<file path="config.mk">
export PLATFORM = sky130hd
export DESIGN_NAME = dkong_rom_loader
export DESIGN_NICKNAME = d
export VERILOG_FILES = /design/src/rtl/dkong_loader_pkg.sv /design/src/rtl/dkong_region_decode.sv /design/src/rtl/dkong_rom_loader.sv
export SDC_FILE = /design/constraint.sdc
export NUM_CORES = 1
export LEC_CHECK = 0
export ABC_AREA = 1
export CORE_MARGIN = 5
export CORE_UTILIZATION = 45
export CTS_CLUSTER_SIZE = 14
export DETAILED_ROUTE_END_ITERATION = 12
export DONT_BUFFER_PORTS = 1
export SYNTH_ARGS = -nofsm -noshare
export SYNTH_HDL_FRONTEND = slang
export SYNTH_SLANG_ARGS = --single-unit
</file>
<file path="constraint.sdc">
create_clock -name I_CLK_24576M -period 5.2 [get_ports I_CLK_24576M]
set_input_delay 1.04 -clock I_CLK_24576M [delete_from_list [all_inputs] [get_ports I_CLK_24576M]]
set_output_delay 1.04 -clock I_CLK_24576M [all_outputs]
set_load 0.02 [all_outputs]
</file>
<file path="src/rtl/dkong_loader_pkg.sv">
// Shared definitions for the Donkey Kong ROM download sequencer:
// region map, region index and state encodings, offset helper.
package dkong_loader_pkg;

   localparam int REGION_COUNT = 5;
   localparam int ADDR_W       = 19;
   localparam int OFFS_W       = 15;

   // Region map of the flat download image, inclusive bounds
   localparam logic [ADDR_W-1:0] CPU_BASE   = 19'h00000;
   localparam logic [ADDR_W-1:0] CPU_LIMIT  = 19'h03FFF;
   localparam logic [ADDR_W-1:0] SND_BASE   = 19'h04000;
   localparam logic [ADDR_W-1:0] SND_LIMIT  = 19'h04FFF;
   localparam logic [ADDR_W-1:0] TILE_BASE  = 19'h05000;
   localparam logic [ADDR_W-1:0] TILE_LIMIT = 19'h05FFF;
   localparam logic [ADDR_W-1:0] OBJ_BASE   = 19'h06000;
   localparam logic [ADDR_W-1:0] OBJ_LIMIT  = 19'h07FFF;
   localparam logic [ADDR_W-1:0] PROM_BASE  = 19'h08000;
   localparam logic [ADDR_W-1:0] PROM_LIMIT = 19'h082FF;

   // Bit positions inside the one-hot write select
   typedef enum logic [2:0] {
      REG_CPU  = 3'd0,
      REG_SND  = 3'd1,
      REG_TILE = 3'd2,
      REG_OBJ  = 3'd3,
      REG_PROM = 3'd4
   } region_e;

   typedef enum logic [1:0] {
      ST_HOLD   = 2'd0,
      ST_LOAD   = 2'd1,
      ST_SETTLE = 2'd2,
      ST_RUN    = 2'd3
   } state_e;

   // Byte offset inside a region; every region fits in 15 bits
   function automatic logic [OFFS_W-1:0] rel_offset(input logic [ADDR_W-1:0] addr,
                                                    input logic [ADDR_W-1:0] base);
      return OFFS_W'(addr - base);
   endfunction

endpackage

</file>
<file path="src/rtl/dkong_region_decode.sv">
// Combinational decode of a download address into a one-hot region
// select and the byte offset relative to that region's base.
module dkong_region_decode
   import dkong_loader_pkg::*;
(
   input  logic [ADDR_W-1:0]       addr,
   output logic [REGION_COUNT-1:0] sel,
   output logic [OFFS_W-1:0]       offset
);

   // Regions are contiguous from 0, so each upper bound alone picks the region
   always_comb begin
      sel    = '0;
      offset = '0;
      if (addr <= CPU_LIMIT) begin
         sel[REG_CPU] = 1'b1;
         offset       = rel_offset(addr, CPU_BASE);
      end else if (addr <= SND_LIMIT) begin
         sel[REG_SND] = 1'b1;
         offset       = rel_offset(addr, SND_BASE);
      end else if (addr <= TILE_LIMIT) begin
         sel[REG_TILE] = 1'b1;
         offset        = rel_offset(addr, TILE_BASE);
      end else if (addr <= OBJ_LIMIT) begin
         sel[REG_OBJ] = 1'b1;
         offset       = rel_offset(addr, OBJ_BASE);
      end else if (addr <= PROM_LIMIT) begin
         sel[REG_PROM] = 1'b1;
         offset        = rel_offset(addr, PROM_BASE);
      end
   end

endmodule

</file>
<file path="src/rtl/dkong_rom_loader.sv">
// ROM download sequencer for the Donkey Kong core: turns the HPS download
// stream into per-region write strobes and owns the core reset.
// Optional build macro DKONG_LOADER_CHECKSUM_EN: keeps a 16-bit byte sum of
// the accepted image and requires it to equal EXPECTED_SUM for completion.
module dkong_rom_loader
   import dkong_loader_pkg::*;
#(
   parameter int          SETTLE_CYCLES = 1024,
   parameter logic [15:0] EXPECTED_SUM  = 16'h0000
)(
   input  logic        I_CLK_24576M,
   input  logic        I_RESETn,
   input  logic        I_DN_ACTIVE,
   input  logic [18:0] I_DN_ADDR,
   input  logic [7:0]  I_DN_DATA,
   input  logic        I_DN_WR,
   input  logic        I_USER_RESET,
   output logic [14:0] O_WR_ADDR,
   output logic [7:0]  O_WR_DATA,
   output logic [4:0]  O_WR_SEL,
   output logic        O_CORE_RESETn,
   output logic        O_LOADED,
   output logic        O_ERR,
   output logic [15:0] O_CHECKSUM
);

   localparam int               CNT_W       = $clog2(SETTLE_CYCLES);
   localparam logic [CNT_W-1:0] SETTLE_LAST = CNT_W'(SETTLE_CYCLES - 1);

   state_e                  state;
   logic [CNT_W-1:0]        settle_cnt;
   logic [ADDR_W-1:0]       max_addr;
   logic [ADDR_W-1:0]       max_next;
   logic [REGION_COUNT-1:0] dec_sel;
   logic [OFFS_W-1:0]       dec_offset;
   logic [REGION_COUNT-1:0] sel_p1;
   logic [OFFS_W-1:0]       addr_p1;
   logic [7:0]              data_p1;
   logic                    core_resetn;
   logic                    loaded;
   logic                    err;
   logic                    accept;
   logic                    enter_load;
   logic                    sum_ok;
   logic                    image_ok;

   dkong_region_decode u_decode (
      .addr   (I_DN_ADDR),
      .sel    (dec_sel),
      .offset (dec_offset)
   );

   // A write counts only while loading and only when it lands in the map
   assign accept     = (state == ST_LOAD) && I_DN_WR && (|dec_sel);
   assign enter_load = I_DN_ACTIVE && (state != ST_LOAD);
   // Includes a write arriving on the same clock as the end of the download
   assign max_next   = (accept && (I_DN_ADDR > max_addr)) ? I_DN_ADDR : max_addr;
   assign image_ok   = (max_next == PROM_LIMIT) && sum_ok;

`ifdef DKONG_LOADER_CHECKSUM_EN
   logic [15:0] sum;
   logic [15:0] sum_next;

   assign sum_next = accept ? (sum + {8'h00, I_DN_DATA}) : sum;
   assign sum_ok   = (sum_next == EXPECTED_SUM);

   // Byte sum of the current image; cleared on each new download, held after
   always_ff @(posedge I_CLK_24576M or negedge I_RESETn) begin
      if (!I_RESETn) begin
         sum <= '0;
      end else if (enter_load) begin
         sum <= '0;
      end else begin
         sum <= sum_next;
      end
   end

   assign O_CHECKSUM = sum;
`else
   // The reference sum has no role without the checksum build
   logic [15:0] unused_sum_ref;
   assign unused_sum_ref = EXPECTED_SUM;
   assign sum_ok         = 1'b1;
   assign O_CHECKSUM     = '0;
`endif

   // Highest in-map address written during the current download
   always_ff @(posedge I_CLK_24576M or negedge I_RESETn) begin
      if (!I_RESETn) begin
         max_addr <= '0;
      end else if (enter_load) begin
         max_addr <= '0;
      end else begin
         max_addr <= max_next;
      end
   end

   // Write port register: one-clock select pulse with offset and data
   always_ff @(posedge I_CLK_24576M or negedge I_RESETn) begin
      if (!I_RESETn) begin
         sel_p1  <= '0;
         addr_p1 <= '0;
         data_p1 <= '0;
      end else begin
         sel_p1 <= accept ? dec_sel : '0;
         if (accept) begin
            addr_p1 <= dec_offset;
            data_p1 <= I_DN_DATA;
         end
      end
   end

   // Control FSM: core reset sequencing, load completion and error tracking
   always_ff @(posedge I_CLK_24576M or negedge I_RESETn) begin
      if (!I_RESETn) begin
         state       <= ST_HOLD;
         settle_cnt  <= '0;
         core_resetn <= 1'b0;
         loaded      <= 1'b0;
         err         <= 1'b0;
      end else begin
         core_resetn <= 1'b0;
         case (state)
            ST_HOLD: begin
               if (I_DN_ACTIVE) begin
                  state <= ST_LOAD;
               end else if (loaded && !err) begin
                  state      <= ST_SETTLE;
                  settle_cnt <= '0;
               end
            end
            ST_LOAD: begin
               if (!I_DN_ACTIVE) begin
                  if (image_ok) begin
                     loaded     <= 1'b1;
                     err        <= 1'b0;
                     state      <= ST_SETTLE;
                     settle_cnt <= '0;
                  end else begin
                     err   <= 1'b1;
                     state <= ST_HOLD;
                  end
               end
            end
            ST_SETTLE: begin
               if (I_DN_ACTIVE) begin
                  state <= ST_LOAD;
               end else if (I_USER_RESET) begin
                  settle_cnt <= '0;
               end else if (settle_cnt == SETTLE_LAST) begin
                  state       <= ST_RUN;
                  core_resetn <= 1'b1;
               end else begin
                  settle_cnt <= settle_cnt + 1'b1;
               end
            end
            ST_RUN: begin
               if (I_DN_ACTIVE) begin
                  state <= ST_LOAD;
               end else if (I_USER_RESET) begin
                  state      <= ST_SETTLE;
                  settle_cnt <= '0;
               end else begin
                  core_resetn <= 1'b1;
               end
            end
            default: begin
               state <= ST_HOLD;
            end
         endcase
      end
   end

   assign O_WR_SEL      = sel_p1;
   assign O_WR_ADDR     = addr_p1;
   assign O_WR_DATA     = data_p1;
   assign O_CORE_RESETn = core_resetn;
   assign O_LOADED      = loaded;
   assign O_ERR         = err;

endmodule
</file>
==> impl_metrics.csv <==
group,metric,value,unit
status,outcome,"finished clean",
finish,final_area,0.00430,mm²
sta,max_freq,284,MHz
clock_network,ctsHoldBuffers,0,
sta,rsz0062_at_grt,"false",
clock_network,clkTransAtPathRegs,0.07,ns
synth,async_flop_share,100,%
synth,syn-cell-area,0.00413,mm²
worst_setup_path,path_max_fanout,22,
finish,antenna_cells,0,
clock_network,cts_sinks,62,
sta,hold_viol,0,
power_and_ir_drop,vdd_drop_max,0.000210,V
power_and_ir_drop,power_leakage,0.00222,µW
synth,netlist.top_cell.by_area,"dfrtp_1",
routing,first_iter_violations,135,
synth,synth-main-ff-cell,"dfrtp_1",
place,hpwl,7010,µm
hold_path,holdCritPathClass,"primary input to async pin",
clock_network,cts_root_buf,"clkbuf_8",
place,gp_congestion,0.868,
grt,grt_pass1_wl,15200,µm
floorplan,num_rows,35,
worst_setup_path,cp_slowest_cell,"a21oi_4",
worst_setup_path,end_kind,"register",
worst_setup_path,start_kind,"primary input",
job,cap_violations,0,
sta,worst_slew_margin_rel,63.3,%
synth,ys_warn_count,0,
synth,ys_seq_area_share,37.5,%
power_and_ir_drop,p_per_area,343,mW/mm²
clock_network,clock_latency,0.35,ns
place,numPortBuffers,0,
finish,fillers,905,
floorplan,start_util,45.4,%
power_and_ir_drop,internal-power,896,µW
routing,drt-wirelength-per-cell,13.4,µm
place,dpl_cell_area,0.00413,mm²
synth,netlist_top_cells_area,"dfrtp_1, nand2_1, ha_1, inv_1, nor2_1",
power_and_ir_drop,netSwitchingFraction,39.3,%
grt,grt_max_degree,63,
floorplan,die_h,106,µm
worst_setup_path,crit_type,"primary input to register",
clock_network,ctsResizeCount,0,
sta,finClkSkew,0.0101,ns
grt,grt.overflow.total,0,
worst_setup_path,crit_required,5.43,ns
sta,period_minus_slack,3.52,ns
synth,synth-seq-cells,62,
place,post-place-ws,1.33,ns
power_and_ir_drop,combPwrFrac,23.8,%
synth,synthCells,567,
clock_network,post-cts-setup-buffers,0,
routing,drc_errors,0,
clock_network,cts_buffer_depth,2,
sta,fin_setup_tns,0,ns
sta,finalSetupViolations,0,
floorplan,pin_count,79,
floorplan,core,0.00911,mm²
clock_network,cts_tree,"yes",
power_and_ir_drop,p_sw,580,µW
synth,syn_area_per_cell,7.29,µm²
sta,fin_ws,1.68,ns
grt,first_global_vias,3190,
worst_setup_path,path_common_cell,"nand2_1",
worst_setup_path,worstPathCellList,"inv_1 -> ha_1 -> nand2_1 -> nor2_1 -> nand4_2 -> a21oi_4 -> nand2_4 -> nand2_1 -> nand2_1 -> nor2_1 -> nand2_1 -> nor2_1 -> nand3_1 -> nand2_2 -> nand2_2 -> nand2_1 -> nand2_1",
routing,dr.pass1.iters,4,
routing,dr_total_vias,3394,
routing,vias_per_cell,4.98,
routing,routed_wl,9120,µm
grt,grt_util_all_layers,16.9,%
synth,synth-edff-count,0,
finish,nets,631,
clock_network,numCtsBuffers,9,
synth,yosysUniqueCellTypes,37,
power_and_ir_drop,pwr-share-clk,25.3,%
worst_setup_path,max_stage_delay,0.51,ns
power_and_ir_drop,power.share.sequential,50.8,%
clock_network,cts_max_level,3,
floorplan,die_w,106,µm
grt,antenna_found_initial,0,
sta,slew_violations,0,
finish,drive_gt1_share,6.32,%
floorplan,die-area,0.0112,mm²
routing,ant_nets,0,
sta,worstMarginPinSlew,0.549,ns
synth,synthDominantCellAreaShare,37.5,%
finish,area.growth.synth_to_final,3.96,%
worst_setup_path,arrival,3.75,ns
sta,fin_crit_sh,67.7,%
[power by group through the flow]
| stage | logic (µW) | registers [µW] | clock network, µW |
|---|---|---|---|
| finish | 352 | 751 | 374 |
| global route | 408 | 762 | 407 |
| CTS | 353 | 753 | 389 |
| global placement | 347 | 759 | 0 |
| detailed placement | 349 | 761 | 0 |
| floorplan | 302 | 739 | 0 |
[kinds of logic after synthesis]
family	share of synthesized area (%)
AO/OA/AOI/OAI	7.57
AND/OR/NAND/NOR	30.8
XOR/XNOR	0.847
adder cells (fa/ha/maj)	9.99
flip-flops	37.5
buffers and inverters	13.2
other	0.0907
[worst max-delay path: cells and delay by family]
kind,cells,cell delay [ns]
buffers and inverters,1,0.18
adder cells (fa/ha/maj),1,0.21
AO/OA/AOI/OAI,1,0.51
AND/OR/NAND/NOR,14,1.81
[path summary, 6_finish.rpt]
check	startpoint	end	slack (ns)	cells after the start
max reg2reg	max_addr[18]	settle_cnt[8]	2.09	21
min	I_RESETn	O_WR_DATA[1]	0.38	0
min reg2reg	settle_cnt[4]	settle_cnt[4]	0.50	2
max in group asynchronous	I_RESETn	O_ERR	4.72	0
min in group I_CLK_24576M	settle_cnt[4]	settle_cnt[4]	0.50	2
max	I_DN_ADDR[13]	settle_cnt[8]	1.68	17
[sequential cells by signal, summed over array words and instances (netlist names)]
signal,count
O_CORE_RESETn,1
settle_cnt,10
O_ERR,1
O_WR_DATA,8
state,2
max_addr,19
O_WR_ADDR,15
O_WR_SEL,5
O_LOADED,1
[cell usage after synthesis, drive strengths merged (2+ instances only)]
library cell and count:
nand2 146, inv 84, nor2 81, dfrtp 62, nand3 45, ha 33, a21oi 30, buf 26
o21ai 15, nor3 8, nand4 7, nor4 7, clkbuf 5, xor2 4, a31oi 3, o211ai 2
o41ai 2
[cells in the final DEF, fill, tap and decap left out, types with 4 or more instances in the layout]
master and count:
ha_1 33, inv_2 6, nand2_1 141, xor2_1 4
clkbuf_8 11, buf_4 4, nor4_1 6, conb_1 16
nand2_2 4, nor2_1 78, nand3_1 44, a21oi_1 29
nor3_1 8, inv_1 78, o21ai_0 12, nand4_1 6
dfrtp_1 62
[layout make-up]
cell class | count | area [µm²] | share of cell area (%)
clock buffer | 14 | 163 | 3.78
clock inverter | 1 | 5.00 | 0.116
inverter | 84 | 315 | 7.34
multi-input combinational | 405 | 2090 | 48.7
sequential | 62 | 1550 | 36.1
tap | 111 | 139 | 3.23
timing repair buffer | 4 | 30.0 | 0.699
[metrics by stage]
step	power [µW]	hold slack, ns	utilization, %	instances
6_report	1480	0.383	47.2	681
5_1_grt	1580	0.361	47.2	681
4_1_cts	1490	0.368	47.2	681
3_5_place_dp	1110	0.488	45.3	666
3_3_place_gp	1110	0.482	45.3	666
2_1_floorplan	1040	0.463	-	582
[layer usage]
layer	up-vias	GRT usage, %	share of wire, %
li1	1750	-	-
met1	1558	22.4	48
met2	81	26.5	45
met3	5	4.96	6.5
met4	0	5.27	0.72
met5	-	0	0
Power figures use the tool's default switching activity.
